--- src/rtl/fifo_tx_pkg.sv ---
// ============================================================================
// Module   : fifo_tx_pkg
// Brief    : Shared Tx-path constants (lane mux and Tx FIFO use the same width)
// Revision : 1.0
// ============================================================================
`default_nettype none

package fifo_tx_pkg;
    localparam int TX_DATA_WIDTH        = 8;
    localparam int TX_FIFO_ADDR_WIDTH   = 3;
    localparam int TX_ALMOST_FULL_TH    = 6;
    localparam int TX_ALMOST_EMPTY_TH   = 2;
endpackage

`default_nettype wire

--- src/rtl/fifo_tx_if.sv ---
// ============================================================================
// Module   : fifo_tx_if
// Brief    : Lane-source / arbiter facing bus of the Tx FIFO
// Revision : 1.0
// ============================================================================
`default_nettype none

interface fifo_tx_if
    import fifo_tx_pkg::*;
#(
    parameter int DATA_WIDTH = TX_DATA_WIDTH
);
    logic                  push;
    logic [DATA_WIDTH-1:0] data_in;
    logic                  pop;
    logic [DATA_WIDTH-1:0] data_out;
    logic                  valid_out;
    logic                  full;
    logic                  empty;
    logic                  almost_full;
    logic                  almost_empty;
    logic                  overflow_err;
    logic                  underflow_err;

    // Source/arbiter side drives requests and observes data and flags.
    modport master (
        output push, data_in, pop,
        input  data_out, valid_out, full, empty, almost_full, almost_empty,
               overflow_err, underflow_err
    );

    modport slave (
        input  push, data_in, pop,
        output data_out, valid_out, full, empty, almost_full, almost_empty,
               overflow_err, underflow_err
    );
endinterface

`default_nettype wire

--- src/rtl/fifo_tx_mem.sv ---
// ============================================================================
// Module   : fifo_mem
// Brief    : Register-array storage with synchronous write and registered read
// Revision : 1.0
// ============================================================================
`default_nettype none

module fifo_mem
    import fifo_tx_pkg::*;
#(
    parameter int DATA_WIDTH = TX_DATA_WIDTH,
    parameter int ADDR_WIDTH = TX_FIFO_ADDR_WIDTH
) (
    input  wire logic                  clk,
    input  wire logic                  reset_L,
    input  wire logic                  wr_en,
    input  wire logic [ADDR_WIDTH-1:0] wr_addr,
    input  wire logic [DATA_WIDTH-1:0] wr_data,
    input  wire logic                  rd_en,
    input  wire logic [ADDR_WIDTH-1:0] rd_addr,
    output logic      [DATA_WIDTH-1:0] rd_data
);
    localparam int C_DEPTH = 1 << ADDR_WIDTH;

    logic [DATA_WIDTH-1:0] mem_q [C_DEPTH];
    logic [DATA_WIDTH-1:0] rd_data_q;

    // Storage is deliberately left unreset; only the output register clears.
    always_ff @(posedge clk) begin
        if (wr_en) begin
            mem_q[wr_addr] <= wr_data;
        end
    end

    // Read-before-write on a shared address returns the old word, which is
    // what a full FIFO doing push+pop needs.
    always_ff @(posedge clk or negedge reset_L) begin
        if (!reset_L) begin
            rd_data_q <= '0;
        end else if (rd_en) begin
            rd_data_q <= mem_q[rd_addr];
        end
    end

    assign rd_data = rd_data_q;
endmodule

`default_nettype wire

--- src/rtl/fifo_tx.sv ---
// ============================================================================
// Module   : fifo_tx
// Brief    : Per-lane 8-entry Tx FIFO with registered output and sticky errors
// Revision : 1.0
// ============================================================================
`default_nettype none

module fifo_tx
    import fifo_tx_pkg::*;
#(
    parameter int DATA_WIDTH      = TX_DATA_WIDTH,
    parameter int ADDR_WIDTH      = TX_FIFO_ADDR_WIDTH,
    parameter int ALMOST_FULL_TH  = TX_ALMOST_FULL_TH,
    parameter int ALMOST_EMPTY_TH = TX_ALMOST_EMPTY_TH
) (
    input  wire logic  clk,
    input  wire logic  reset_L,
    fifo_tx_if.slave   bus
);
    localparam logic [ADDR_WIDTH:0] C_DEPTH = (ADDR_WIDTH+1)'(1 << ADDR_WIDTH);
    localparam logic [ADDR_WIDTH:0] C_AF_TH = (ADDR_WIDTH+1)'(ALMOST_FULL_TH);
    localparam logic [ADDR_WIDTH:0] C_AE_TH = (ADDR_WIDTH+1)'(ALMOST_EMPTY_TH);
    localparam logic [ADDR_WIDTH:0] C_ONE   = (ADDR_WIDTH+1)'(1);
    localparam logic [ADDR_WIDTH-1:0] C_PTR_ONE = ADDR_WIDTH'(1);

    logic [ADDR_WIDTH-1:0] wr_ptr_q, wr_ptr_d;
    logic [ADDR_WIDTH-1:0] rd_ptr_q, rd_ptr_d;
    logic [ADDR_WIDTH:0]   count_q,  count_d;
    logic                  valid_q;
    logic                  ovf_q;
    logic                  udf_q;

    logic                  w_full;
    logic                  w_empty;
    logic                  w_pop_acc;
    logic                  w_push_acc;
    logic [DATA_WIDTH-1:0] w_rd_data;

    assign w_full     = (count_q == C_DEPTH);
    assign w_empty    = (count_q == '0);
    assign w_pop_acc  = bus.pop && !w_empty;
    // A full FIFO still takes a push when the same cycle frees a slot.
    assign w_push_acc = bus.push && (!w_full || w_pop_acc);

    always_comb begin
        wr_ptr_d = wr_ptr_q;
        rd_ptr_d = rd_ptr_q;
        count_d  = count_q;
        if (w_push_acc) begin
            wr_ptr_d = wr_ptr_q + C_PTR_ONE;
        end
        if (w_pop_acc) begin
            rd_ptr_d = rd_ptr_q + C_PTR_ONE;
        end
        case ({w_push_acc, w_pop_acc})
            2'b10:   count_d = count_q + C_ONE;
            2'b01:   count_d = count_q - C_ONE;
            default: count_d = count_q;
        endcase
    end

    always_ff @(posedge clk or negedge reset_L) begin
        if (!reset_L) begin
            wr_ptr_q <= '0;
            rd_ptr_q <= '0;
            count_q  <= '0;
            valid_q  <= 1'b0;
            ovf_q    <= 1'b0;
            udf_q    <= 1'b0;
        end else begin
            wr_ptr_q <= wr_ptr_d;
            rd_ptr_q <= rd_ptr_d;
            count_q  <= count_d;
            valid_q  <= w_pop_acc;
            if (bus.push && !w_push_acc) begin
                ovf_q <= 1'b1;
            end
            if (bus.pop && w_empty) begin
                udf_q <= 1'b1;
            end
        end
    end

    fifo_mem #(
        .DATA_WIDTH (DATA_WIDTH),
        .ADDR_WIDTH (ADDR_WIDTH)
    ) u_mem (
        .clk     (clk),
        .reset_L (reset_L),
        .wr_en   (w_push_acc),
        .wr_addr (wr_ptr_q),
        .wr_data (bus.data_in),
        .rd_en   (w_pop_acc),
        .rd_addr (rd_ptr_q),
        .rd_data (w_rd_data)
    );

    assign bus.data_out      = w_rd_data;
    assign bus.valid_out     = valid_q;
    assign bus.full          = w_full;
    assign bus.empty         = w_empty;
    assign bus.almost_full   = (count_q >= C_AF_TH);
    assign bus.almost_empty  = (count_q <= C_AE_TH);
    assign bus.overflow_err  = ovf_q;
    assign bus.underflow_err = udf_q;
endmodule

`default_nettype wire

--- src/flat_wrapper.sv ---
// flat-port wrapper written by rule: the top's interface ports become plain ports
module fifo_tx_flat import fifo_tx_pkg::*;
#(
    parameter int DATA_WIDTH      = TX_DATA_WIDTH,
    parameter int ADDR_WIDTH      = TX_FIFO_ADDR_WIDTH,
    parameter int ALMOST_FULL_TH  = TX_ALMOST_FULL_TH,
    parameter int ALMOST_EMPTY_TH = TX_ALMOST_EMPTY_TH
)
  (clk, reset_L, bus_push, bus_data_in, bus_pop, bus_data_out, bus_valid_out, bus_full, bus_empty, bus_almost_full, bus_almost_empty, bus_overflow_err, bus_underflow_err);
  fifo_tx_if #(.DATA_WIDTH(DATA_WIDTH)) bus_i ();
  input  wire logic clk;
  input  wire logic reset_L;
  input wire logic [$bits(bus_i.push)-1:0] bus_push;
  input wire logic [$bits(bus_i.data_in)-1:0] bus_data_in;
  input wire logic [$bits(bus_i.pop)-1:0] bus_pop;
  output wire logic [$bits(bus_i.data_out)-1:0] bus_data_out;
  output wire logic [$bits(bus_i.valid_out)-1:0] bus_valid_out;
  output wire logic [$bits(bus_i.full)-1:0] bus_full;
  output wire logic [$bits(bus_i.empty)-1:0] bus_empty;
  output wire logic [$bits(bus_i.almost_full)-1:0] bus_almost_full;
  output wire logic [$bits(bus_i.almost_empty)-1:0] bus_almost_empty;
  output wire logic [$bits(bus_i.overflow_err)-1:0] bus_overflow_err;
  output wire logic [$bits(bus_i.underflow_err)-1:0] bus_underflow_err;
  assign bus_i.push = bus_push;
  assign bus_i.data_in = bus_data_in;
  assign bus_i.pop = bus_pop;
  assign bus_data_out = bus_i.data_out;
  assign bus_valid_out = bus_i.valid_out;
  assign bus_full = bus_i.full;
  assign bus_empty = bus_i.empty;
  assign bus_almost_full = bus_i.almost_full;
  assign bus_almost_empty = bus_i.almost_empty;
  assign bus_overflow_err = bus_i.overflow_err;
  assign bus_underflow_err = bus_i.underflow_err;
  fifo_tx #(.DATA_WIDTH(DATA_WIDTH), .ADDR_WIDTH(ADDR_WIDTH), .ALMOST_FULL_TH(ALMOST_FULL_TH), .ALMOST_EMPTY_TH(ALMOST_EMPTY_TH)) u_core (.clk(clk), .reset_L(reset_L), .bus(bus_i));
endmodule
--- config.mk ---
export PLATFORM = sky130hd
export DESIGN_NAME = fifo_tx_flat
export DESIGN_NICKNAME = d
export VERILOG_FILES = /design/src/rtl/fifo_tx_pkg.sv /design/src/rtl/fifo_tx_if.sv /design/src/rtl/fifo_tx_mem.sv /design/src/rtl/fifo_tx.sv /design/src/flat_wrapper.sv
export SDC_FILE = /design/constraint.sdc
export NUM_CORES = 1
export LEC_CHECK = 0
export BUFFER_PORTS_ARGS = -buffer_cell sky130_fd_sc_hd__buf_4
export CELL_PAD_IN_SITES_DETAIL_PLACEMENT = 1
export CELL_PAD_IN_SITES_GLOBAL_PLACEMENT = 2
export CORE_MARGIN = 2
export CORE_UTILIZATION = 43
export DETAILED_ROUTE_END_ITERATION = 8
export PLACE_DENSITY_LB_ADDON = 0.3
export SLEW_MARGIN = 20
export SYNTH_ARGS = -nofsm -noshare
export SYNTH_HDL_FRONTEND = slang
export SYNTH_SLANG_ARGS = --single-unit
--- constraint.sdc ---
create_clock -name clk -period 3.4 [get_ports clk]
set_input_delay 0.17 -clock clk [delete_from_list [all_inputs] [get_ports clk]]
set_output_delay 0.17 -clock clk [all_outputs]
set_load 0.01 [all_outputs]
==> run summary <==
STA classifies the critical path endpoint as a flip-flop. Counting every instance in the synthesized netlist gives ~220. The busiest metal layer after global routing is met2.

The H-tree depth came out at 3. The slew at the pin with the worst max-slew slack is 0.905 ns. The met2 routing resource usage after global routing is between 20% and 30%.

Routability-driven placement finished with a final weighted congestion of around 0.77. The hold violation count in the final report came out at 0. After layout, the worst path uses between 70% and 80% of the clock period. The top-level port count is 27.

The iteration-0 DRC count of the detailed router came out at between 80 and 90. In this run the remaining antenna-violating nets after routing total 0. The share of total power consumed by net switching came out at between 30 and 40%. The floorplan die height came out at around 94 um. The clock input transition at the sequential cells of the worst setup and hold paths came out at approximately 0.08 ns.

The global-route wire length before repair came out at 10100 um. The total of max-cap violations came out at 0. The flow ran to the end, and the final reports show no timing, DRC or antenna violations. The core occupancy in the finished layout is about half. Before antenna repair, the detailed router went through 4 iterations.

The highest attainable clock frequency came out at 388 MHz. The clock skew is roughly 0.0082 ns. Setup repair after global routing left no endpoint under its margin. The antenna diode count is 0. Combinational logic is responsible for between 30% and 40% of the overall power. The critical path is of the reg -> reg type. The largest fanout of any net on the critical path came out at 19.

For this run, global-route usage on met1 was measured as about 20%. The sum of routed wire length over all layers came out at roughly 6400 um. The internal power came out at between 2000 and 2500 uW. The sequential-to-total area share from yosys stat is between 70% and 80%. The initial antenna violation count is 0.

The worst min-delay path category is in -> reg. The analysis attributes to net switching a power of between 1000 and 1500 uW. The total of hold buffers inserted after clock tree synthesis came out at 1.

Setup total negative slack on the finished layout was measured at 0 ns. The global routing met3 resource utilization came out at 3.69%. Entering global routing, the biggest net connects 35 pins. The effective utilization at floorplan is approximately 45%. In the final design database the tool counted 271 nets.

Gates resized during post-CTS repair numbered 0. The number of placement rows came out at 32. Summed over all nets, the half-perimeter wirelength after detailed placement is ~4300 um. The relative slew slack is around two fifths. The register bit total from synthesis is 85. The setup-violating endpoint count in the final report came out at 0. The proportion of layout cells with a drive suffix above 1 came out at around a quarter. The global-route usage over all layers is 15.9%.

The synthesized area divided by synthesized cell count is between 15 and 20 um2. The routed via count divided by cell count is about 5. The final count of pins violating max slew was 0. During synthesis, Yosys emitted a total of 0 warnings.

TritonCTS built the clock tree. Summed over all layers, the global routing overflow is 0. The mapped cell area is approximately 3500 um2. The count of flip-flops with a built-in enable after synthesis came out at 64. The area overhead of the layout relative to synthesis is 14.5%. The clock latency on the worst-skew pair is between 0.3 and 0.4 ns. Data on the critical path is required at its endpoint by roughly 3.6 ns. The async set-reset flop share out of synthesis came out at between 20% and 30%. The sequential share of power came out at 45.7%.

The peak ir drop on the vdd network came out at between 300 and 400 uV. Setup slack closes at roughly 0.82 ns. The root buffer cell chosen for the clock tree is clkbuf_8. The x dimension of the die is 94.1 um. The power per cell area came out at just over 800 nW/um2. The type of element launching the critical path is a flip-flop. The dominant register cell in the synthesized netlist is edfxtp_1. The post-CTS setup buffer count is 0. The number of different library cells in the post-synthesis netlist came out at 37. The number of nets produced by synthesis is 236.

Summed over all cells, the static leakage comes to 0.00150 uW. The detailed-route via count came out at between 1500 and 2000. The data arrival time of the critical path is about 2.8 ns. OpenSTA, run right after detailed placement, puts the worst setup slack at between 0.8 and 0.9 ns.

The placeable core region is between 7000 and 8000 um2. Clock tree synthesis inserted a total of 9 buffers. The portion of total power attributed to the clock network came out at 21.6%.

In the final routed layout, each cell accounts on average for approximately 18 um. The number of port buffers came out at 26. The maximum root-to-sink buffer count came out at 2.

The clock period minus worst slack came out at 2.58 ns. The number of global-route vias before repair was ~1900. After detailed routing, the number of remaining DRC violations is 0.

The die covers between 8000 and 9000 um2. The number of clock sinks came out at 85.
==> routing by layer <==
metal  vias to the layer above  part of all wire [%]  wire length [um]
li1                        901                     -                 -
met1                       913                    46              2970
met2                        23                    50              3200
met3                         6                   2.7               170
met4                         0                   1.1                72
met5                         -                     0                 0
==> cell families after synthesis <==
| kind of cell | count (synthesis) | share of synthesized area, % |
|---|---|---|
| DFF | 85 | 70.1 |
| and+or+nand+nor | 42 | 6.27 |
| muxes | 33 | 10.1 |
| AOI/OAI and AO/OA | 32 | 6.67 |
| buffers and inverters | 13 | 2.83 |
| xor gates and xnor gates | 9 | 2.26 |
| adders and majority gates | 5 | 1.79 |
==> metrics by stage <==
step	std cells	instance area, um2	power, uW	hold slack, ns
5_1_grt	361	4000	3510	0.0337
3_3_place_gp	344	3780	2620	0.0733
3_5_place_dp	344	3780	2640	0.0713
4_1_cts	361	4000	3360	0.0331
6_report	361	4000	3320	0.0494
2_1_floorplan	219	3490	2300	-0.126
==> critical path: stages, from the launching register on <==
cell and delay, ns:
dfrtp_1 0.50, nor4_2 0.38, nand2b_1 0.17, buf_4 0.23
inv_2 0.09, ha_1 0.26, xor2_1 0.16, ha_1 0.18
a21oi_1 0.14, xor2_1 0.16, nor2_1 0.06, xor2_1 0.14
==> cell usage after synthesis (4+ instances only) <==
library cell,count,area [um2]
xnor2_1,5,43.8
dfrtp_1,21,526
mux2_1,9,101
a221o_1,8,80.1
o22ai_1,8,50.1
edfxtp_1,64,1920
buf_6,4,45.0
o21ai_1,8,40.0
xor2_1,4,35.0
nand2_1,17,63.8
ha_1,5,62.6
mux2_2,8,90.1
nor3_1,4,20.0
nand2b_1,5,31.3
nor2_1,7,26.3
mux2i_1,16,160
==> flip-flops by register name (all words and copies together) (netlist names) <==
register and flops:
u_core.rd_ptr_q 3, u_core.bus.overflow_err 1, u_core.u_mem.rd_data 8, u_core.wr_ptr_q 3
u_core.bus.underflow_err 1, u_core.u_mem.mem_q 64, u_core.bus.valid_out 1, u_core.count_q 4
==> power groups by stage <==
stage	combinational, uW	clock (uW)	sequential, uW
floorplan	780	0	1520
global placement	1090	0	1530
detailed placement	1100	0	1540
CTS	1110	738	1520
global route	1190	769	1550
finish	1090	715	1520
==> path summary, 6_finish.rpt <==
kind	startpoint	to	slack (ns)	cells after the start
setup / recovery	u_core.count_q[1]	u_core.count_q[2]	0.82	11
hold / removal	bus_push	u_core.bus.overflow_err	0.05	2
setup reg to reg	u_core.count_q[1]	u_core.count_q[2]	0.82	11
hold reg to reg	u_core.bus.overflow_err	u_core.bus.overflow_err	0.47	1
max in group asynchronous	reset_L	u_core.wr_ptr_q[2]	2.94	2
min in group asynchronous	reset_L	u_core.u_mem.rd_data[0]	0.24	2
==> placed cells by master (no fill, tap or decap), types with 2 or more instances in the layout <==
cell type | netlist | final
edfxtp_1 | 64 | 64
buf_4 | 3 | 33
dfrtp_1 | 21 | 21
nand2_1 | 17 | 17
mux2i_1 | 16 | 16
clkbuf_8 | 0 | 11
mux2_1 | 9 | 9
mux2_2 | 8 | 8
o22ai_1 | 8 | 8
a221o_1 | 8 | 8
o21ai_1 | 8 | 8
nor2_1 | 7 | 7
nand2b_1 | 5 | 5
xnor2_1 | 5 | 5
ha_1 | 5 | 5
xor2_1 | 4 | 4
nor3_1 | 4 | 4
nand2_2 | 2 | 2
a21o_1 | 2 | 2
clkinv_2 | 0 | 2
==> layout make-up <==
cell class	count	area, um2
clock inverter	4	47.5
fill	758	3810
sequential	85	2450
inverter	3	16.3
tap	102	128
multi-input combinational	121	945
clock buffer	12	155
timing repair buffer	34	258
Note: power is estimated with default switching activity, not from simulation.
